[src/rtl/lsu_mem_port.sv]
`default_nettype none
// ============================================================================
// Module      : lsu_mem_port
// Description : Load/store unit memory port. Accepts one byte-addressed
//               load or store at a time and performs it on a word-wide,
//               single-cycle memory (combinational read, whole-word write).
//               Byte/halfword stores are done as read-modify-write.
//
// Ports       : clk, rst                 - clock, synchronous active-high reset
//               req_valid/req_ready      - request handshake (ready only idle)
//               req_is_store, req_addr,
//               req_wdata, req_type      - request fields (funct3 size code)
//               resp_valid/data/err      - one-cycle completion pulse
//               mem_addr/we/wdata/rdata  - word memory port
//
// Config      : LSU_MISALIGN_CHECK_EN - when defined, misaligned halfword and
//               word accesses are rejected with resp_err instead of being
//               force-aligned.
//
// Revision    : 1.0 - initial release
// ============================================================================
module lsu_mem_port #(
    parameter int ADDR_W = 14
) (
    input  logic              clk,
    input  logic              rst,
    input  logic              req_valid,
    output logic              req_ready,
    input  logic              req_is_store,
    input  logic [31:0]       req_addr,
    input  logic [31:0]       req_wdata,
    input  logic [2:0]        req_type,
    output logic              resp_valid,
    output logic [31:0]       resp_data,
    output logic              resp_err,
    output logic [ADDR_W-1:0] mem_addr,
    output logic              mem_we,
    output logic [31:0]       mem_wdata,
    input  logic [31:0]       mem_rdata
);

    localparam logic [1:0] c_IDLE = 2'd0;
    localparam logic [1:0] c_RD   = 2'd1;
    localparam logic [1:0] c_WR   = 2'd2;
    localparam logic [1:0] c_RESP = 2'd3;

    localparam logic [2:0] c_T_B  = 3'b000;
    localparam logic [2:0] c_T_H  = 3'b001;
    localparam logic [2:0] c_T_W  = 3'b010;
    localparam logic [2:0] c_T_BU = 3'b100;
    localparam logic [2:0] c_T_HU = 3'b101;

    logic [1:0]        r_state;
    logic [ADDR_W+1:0] r_addr;      // byte address modulo the port's space
    logic [31:0]       r_wdata;
    logic [31:0]       r_word;      // word read in RD (merge base / load data)
    logic [2:0]        r_type;
    logic              r_is_store;
    logic              r_err;

    logic              w_type_ok;
    logic              w_misalign;
    logic              w_err;
    logic [7:0]        w_byte;
    logic [15:0]       w_half;
    logic [31:0]       w_load;
    logic [31:0]       w_merged;
    logic              w_unused_addr_bits;

    // Address bits above the port's space are deliberately dropped.
    assign w_unused_addr_bits = ^req_addr[31:ADDR_W+2];

    // Unsigned sizes exist only for loads.
    always_comb begin
        case (req_type)
            c_T_B, c_T_H, c_T_W: w_type_ok = 1'b1;
            c_T_BU, c_T_HU:      w_type_ok = ~req_is_store;
            default:             w_type_ok = 1'b0;
        endcase
    end

`ifdef LSU_MISALIGN_CHECK_EN
    always_comb begin
        case (req_type)
            c_T_H, c_T_HU: w_misalign = req_addr[0];
            c_T_W:         w_misalign = |req_addr[1:0];
            default:       w_misalign = 1'b0;
        endcase
    end
`else
    // Misaligned halfword/word accesses are force-aligned by the lane logic.
    assign w_misalign = 1'b0;
`endif

    assign w_err = ~w_type_ok | w_misalign;

    // Lane selection: byte lane is addr[1:0]; halfword lane is addr[1], so
    // addr[0] is ignored for halfwords and addr[1:0] for words.
    assign w_byte = r_word[{r_addr[1:0], 3'b000} +: 8];
    assign w_half = r_addr[1] ? r_word[31:16] : r_word[15:0];

    always_comb begin
        case (r_type)
            c_T_B:   w_load = {{24{w_byte[7]}}, w_byte};
            c_T_BU:  w_load = {24'd0, w_byte};
            c_T_H:   w_load = {{16{w_half[15]}}, w_half};
            c_T_HU:  w_load = {16'd0, w_half};
            default: w_load = r_word;
        endcase
    end

    // Store word: the word read in RD with the addressed lanes replaced.
    // Word stores skip RD and take the store data whole.
    always_comb begin
        w_merged = r_word;
        case (r_type)
            c_T_B: w_merged[{r_addr[1:0], 3'b000} +: 8] = r_wdata[7:0];
            c_T_H: begin
                if (r_addr[1]) begin
                    w_merged[31:16] = r_wdata[15:0];
                end else begin
                    w_merged[15:0] = r_wdata[15:0];
                end
            end
            default: w_merged = r_wdata;
        endcase
    end

    always_ff @(posedge clk) begin
        if (rst) begin
            r_state    <= c_IDLE;
            r_addr     <= '0;
            r_wdata    <= '0;
            r_word     <= '0;
            r_type     <= '0;
            r_is_store <= 1'b0;
            r_err      <= 1'b0;
        end else begin
            case (r_state)
                c_IDLE: begin
                    if (req_valid) begin
                        r_addr     <= req_addr[ADDR_W+1:0];
                        r_wdata    <= req_wdata;
                        r_type     <= req_type;
                        r_is_store <= req_is_store;
                        r_err      <= w_err;
                        r_word     <= '0;
                        if (w_err) begin
                            r_state <= c_RESP;
                        end else if (req_is_store && (req_type == c_T_W)) begin
                            r_state <= c_WR;
                        end else begin
                            r_state <= c_RD;
                        end
                    end
                end
                c_RD: begin
                    r_word  <= mem_rdata;
                    r_state <= r_is_store ? c_WR : c_RESP;
                end
                c_WR:    r_state <= c_RESP;
                default: r_state <= c_IDLE;
            endcase
        end
    end

    assign req_ready  = (r_state == c_IDLE);
    assign resp_valid = (r_state == c_RESP);
    assign resp_err   = resp_valid & r_err;
    assign resp_data  = (resp_valid && !r_is_store && !r_err) ? w_load : 32'd0;
    assign mem_addr   = r_addr[ADDR_W+1:2];
    assign mem_we     = (r_state == c_WR);
    assign mem_wdata  = mem_we ? w_merged : 32'd0;

endmodule
`default_nettype wire
[config.mk]
export PLATFORM = sky130hd
export DESIGN_NAME = lsu_mem_port
export DESIGN_NICKNAME = d
export VERILOG_FILES = /design/src/rtl/lsu_mem_port.sv
export SDC_FILE = /design/constraint.sdc
export NUM_CORES = 1
export LEC_CHECK = 0
export BUFFER_PORTS_ARGS = -buffer_cell sky130_fd_sc_hd__buf_2
export CAP_MARGIN = 20
export CORE_MARGIN = 2
export CORE_UTILIZATION = 50
export CTS_BUF_LIST = sky130_fd_sc_hd__clkbuf_8
export CTS_CLUSTER_SIZE = 14
export DETAILED_ROUTE_END_ITERATION = 6
export MAX_ROUTING_LAYER = met4
export PLACE_DENSITY = 0.82
export RECOVER_POWER = 100
export SYNTH_ARGS = -nofsm -noshare
export SYNTH_HDL_FRONTEND = slang
export SYNTH_SLANG_ARGS = --single-unit
[constraint.sdc]
create_clock -name clk -period 3.6 [get_ports clk]
set_input_delay 0.72 -clock clk [delete_from_list [all_inputs] [get_ports clk]]
set_output_delay 0.72 -clock clk [all_outputs]
set_load 0.02 [all_outputs]
==> results.env <==
OUTCOME='finished with violations'
FAILED_CHECKS='capacitance limit, slew limit'
FP.DIEH_UM=105
DETAILEDROUTE.FIRSTITERATIONVIOLATIONS=472
NETLIST_AREA_UM2=5130
FINALHOLDVIOLATIONS=0
POWERDENSITY_nW_PER_UM2=582
CTS_TREE='yes'
CTS-BUFFERS-INSERTED=9
GRT_PASS1_VIAS=4914
FINALCRITICALPERIOD_NS=3.27
SYNTH_FLOP_CELL='dfxtp_1'
CTS-RESIZED-GATES=0
WORSTREG2REGSTART='r_state[0]'
POWER.STATIC_LEAKAGE_uW=0.00208
CTS-HOLD-FIX-BUFFERS=0
YOSYSSEQAREASHARE_PCT=33.9
WIRE_LENGTH_OF_THE_FIRST_GLOBAL_ROUTING_PASS_UM=25900
SLEW_HEADROOM_PCT=-45.8
CRITICAL_PATH_PEAK_FANOUT=18
PER_CELL_VIA_COUNT_IN_THE_ROUTED_DESIGN=6.06
DRTANTENNAVIOLNETS=0
WORSTPATHCELLLIST='ha_1, nor3b_1, buf_4, and2_1, o2bb2ai_1, clkbuf_1'
FINALSETUPVIOLCOUNT=0
NUMPORTBUFFERS=168
DRT_DRC_VIOLATIONS_LEFT=0
WORSTSETUPPATHTYPE='register to output pin'
WORSTMARGINPINSLEW_NS=2.19
FIN_SKEW_NS=0.00844
MAX_FREQ_MHz=306
SYNTH_ENABLE_FLOP_CELLS=0
DESIGN.PORTCOUNT=185
SWITCHING_PORTION_OF_TOTAL_POWER_PCT=45.3
CPMAXSTAGEDELAYCELL='and2_1'
MOSTFREQUENTLAYOUTCELL='nand2_1'
PATH_DELAY_FAMILY='simple AND/OR/NAND/NOR gates'
TIMING.CRITICAL_PATH.FROM='r_state[1]'
SYN_TO_FINAL_GROWTH_PCT=15.7
NUMCLOCKSINKS=87
PLACE_CONGESTION=0.986
PLACEMENT_ROWS=36
FINAL_MIN_PERIOD_OVER_CLOCK_PERIOD_PCT=90.8
SYNTH_CELL_TYPES=45
CLOCK_POWER_SHARE_PCT=17.8
COMBINATIONALPOWERSHARE_PCT=43.1
CAP_VIOLATIONS=2
GRT_ANTENNA_BEFORE_REPAIR=0
ANTENNADIODECOUNT=0
CTS_POST_SETUP_BUFFERS_INSERTED=0
POST-DP-HPWL_UM=12100
DRT_FIRST_PASS_ITERS=5
FLOORPLAN.INITIALDENSITY_PCT=52.0
WORST_IR_DROP_VDD_V=0.000279
YOSYS_WARNINGS=0
FINAL.SETUP.TNS_NS=0
CRIT_REQUIRED_NS=2.88
DIEAREA_UM2=11100
GR-TOTAL-OVERFLOW=0
SEQ_POWER_SHARE_PCT=39.1
RSZ0062_AT_GRT='false'
GRT_USE_TOTAL_PCT=30.0
CLOCK_INSERTION_DELAY_WORST_SKEW_NS=0.36
WORST_R2R_ENDPOINT='r_wdata[27]'
TOTALPOWERFINAL_uW=3460
DRIVE_ABOVE_1_SHARE_PCT=19.4
SYNTHESIS.INSTANCES=648
CRITICAL_PATH.ENDPOINT='resp_data[25]'
CELL_INTERNAL_PWR_uW=1890
CTS_HTREE_LEVELS=3
CPPEAKSTAGEDELAY_NS=0.50
CLKSLEWWORSTSETUPHOLDPATHS_NS=0.09
YS_SEQ_ELEMENTS=87
ROUTE.DETAILED.WL_PER_INST_UM=18.2
CTSROOTBUFFERMASTER='clkbuf_8'
NUMBER_OF_CELL_INSTANCES_ON_THE_WORST_REGISTER_TO_REGISTER_PATH=6
GRT_START_MAX_NET_PINS=55
NUM_VIAS=5457
HOLD_DEPTH=2
SYNTHESIS.NETS=760
POWER.NET_SWITCHING_uW=1560
ROUTED_WIRELENGTH_UM=16400
CRITICAL_PATH_SINK_TYPE='output pin'
CRIT_CELLS=6
COUNT_OF_BUFFERING_CELLS_ON_THE_CRITICAL_PATH_WITH_INVERTERS_INCLUDED=2
FINAL-MAX-SLEW-VIOLATION-COUNT=91
FIN_NETS=874
R2R_SLACK_NS=0.70
MIN_PATH_TYPE='register to register'
CTS-ROOT-TO-SINK-BUFFERS=2
SYN_AREA_PER_CELL_UM2=7.92
FILLCELLCOUNT=910
ASYNC_RESET_FF_SHARE_PCT=0
COREAREA_UM2=9860
CRITPATHARRIVALTIME_NS=2.55
LAUNCHING_ELEMENT_TYPE_OF_THE_CRITICAL_PATH='register'
DIEWIDTH_UM=105
FINAL_CELL_MIX='nand2_1 (107), buf_2 (98), dfxtp_1 (87), clkbuf_1 (74), a21oi_1 (71)'
==> synth_stat cells, types with 9 or more instances <==
master / number / area share, %
ha_1: 9 / 2.2
nand3_1: 33 / 3.2
a211oi_1: 9 / 1.3
dfxtp_1: 87 / 34
mux2_2: 9 / 2.0
nand4_1: 16 / 2.0
buf_4: 16 / 2.3
a21oi_1: 71 / 6.9
a32oi_1: 32 / 5.5
o211ai_1: 16 / 2.3
nand2_1: 107 / 7.8
buf_2: 17 / 1.7
a22oi_1: 16 / 2.3
clkbuf_1: 40 / 2.9
o2bb2ai_1: 16 / 2.7
o21ai_0: 27 / 2.6
nor2_1: 45 / 3.3
==> per-stage QoR <==
step	area, um2	std cells	setup slack [ns]	utilization (%)	hold WS [ns]
finish	5940	900	0.333	60.2	0.457
CTS	6050	900	0.425	61.3	0.456
detailed placement	5870	884	0.834	59.5	0.443
global route	5940	900	0.132	60.2	0.479
global placement	5870	884	0.881	59.5	0.441
floorplan	5130	648	0.590	-	0.437
==> final cells by class <==
cell class,instances,area [um2],share of cell area (%)
clock buffers,10,138,2.32
clock inverters,6,37.5,0.632
inverters,8,30.0,0.506
multi-input cells,473,2970,50.1
flip-flops and latches,87,1740,29.3
well taps,133,166,2.80
repair buffers,183,848,14.3
==> worst min-delay path by stage <==
stage                    start          to  slack (ns)
floorplan           r_addr[10]  r_addr[10]        0.44
global placement     r_addr[8]   r_addr[8]        0.44
detailed placement   r_addr[5]   r_addr[5]        0.44
CTS                 r_addr[12]  r_addr[12]        0.46
global route        r_addr[13]  r_addr[13]        0.48
finish              r_addr[12]  r_addr[12]        0.46
==> cell families (layout without fill, tap and decap cells) <==
| family | count (synthesis) | count (layout) | share of synthesized area [%] |
|---|---|---|---|
| AOI/OAI and AO/OA | 216 | 216 | 28.2 |
| adders and majority gates | 9 | 9 | 2.19 |
| buffers and inverters | 88 | 207 | 8.19 |
| DFF | 87 | 87 | 33.9 |
| muxes | 22 | 22 | 6.93 |
| and+or+nand+nor | 226 | 226 | 20.6 |
==> metal layers <==
layer | vias up | routed length [um] | GRT usage (%)
met1 | 2566 | 6860 | 39.2
met4 | 0 | 340 | 9.62
met2 | 272 | 7780 | 47.1
met3 | 26 | 1390 | 5.38
li1 | 2593 | - | -
met5 | - | 0 | -
==> power by group through the flow <==
| stage | clock (uW) | combinational [uW] | sequential (uW) |
|---|---|---|---|
| global route | 670 | 1640 | 1370 |
| detailed placement | 0 | 1500 | 1360 |
| CTS | 628 | 1510 | 1340 |
| global placement | 0 | 1440 | 1350 |
| floorplan | 0 | 1210 | 1270 |
| finish | 616 | 1490 | 1350 |
==> flip-flops by register name, summed over array words and instances (netlist names) <==
signal / flops
r_wdata: 32
r_err: 1
r_word: 32
r_addr: 16
r_state: 2
r_type: 3
r_is_store: 1
==> worst register-to-register path, delay by kind of cell (launching register included) <==
family | cells | cell delay, ns
buffers and inverters | 2 | 1.63
flip-flops | 1 | 0.39
AND/OR/NAND/NOR | 2 | 0.29
adder cells (fa/ha/maj) | 1 | 0.28
AO/OA/AOI/OAI | 1 | 0.23
No activity file was read; power rests on OpenSTA's default activity.
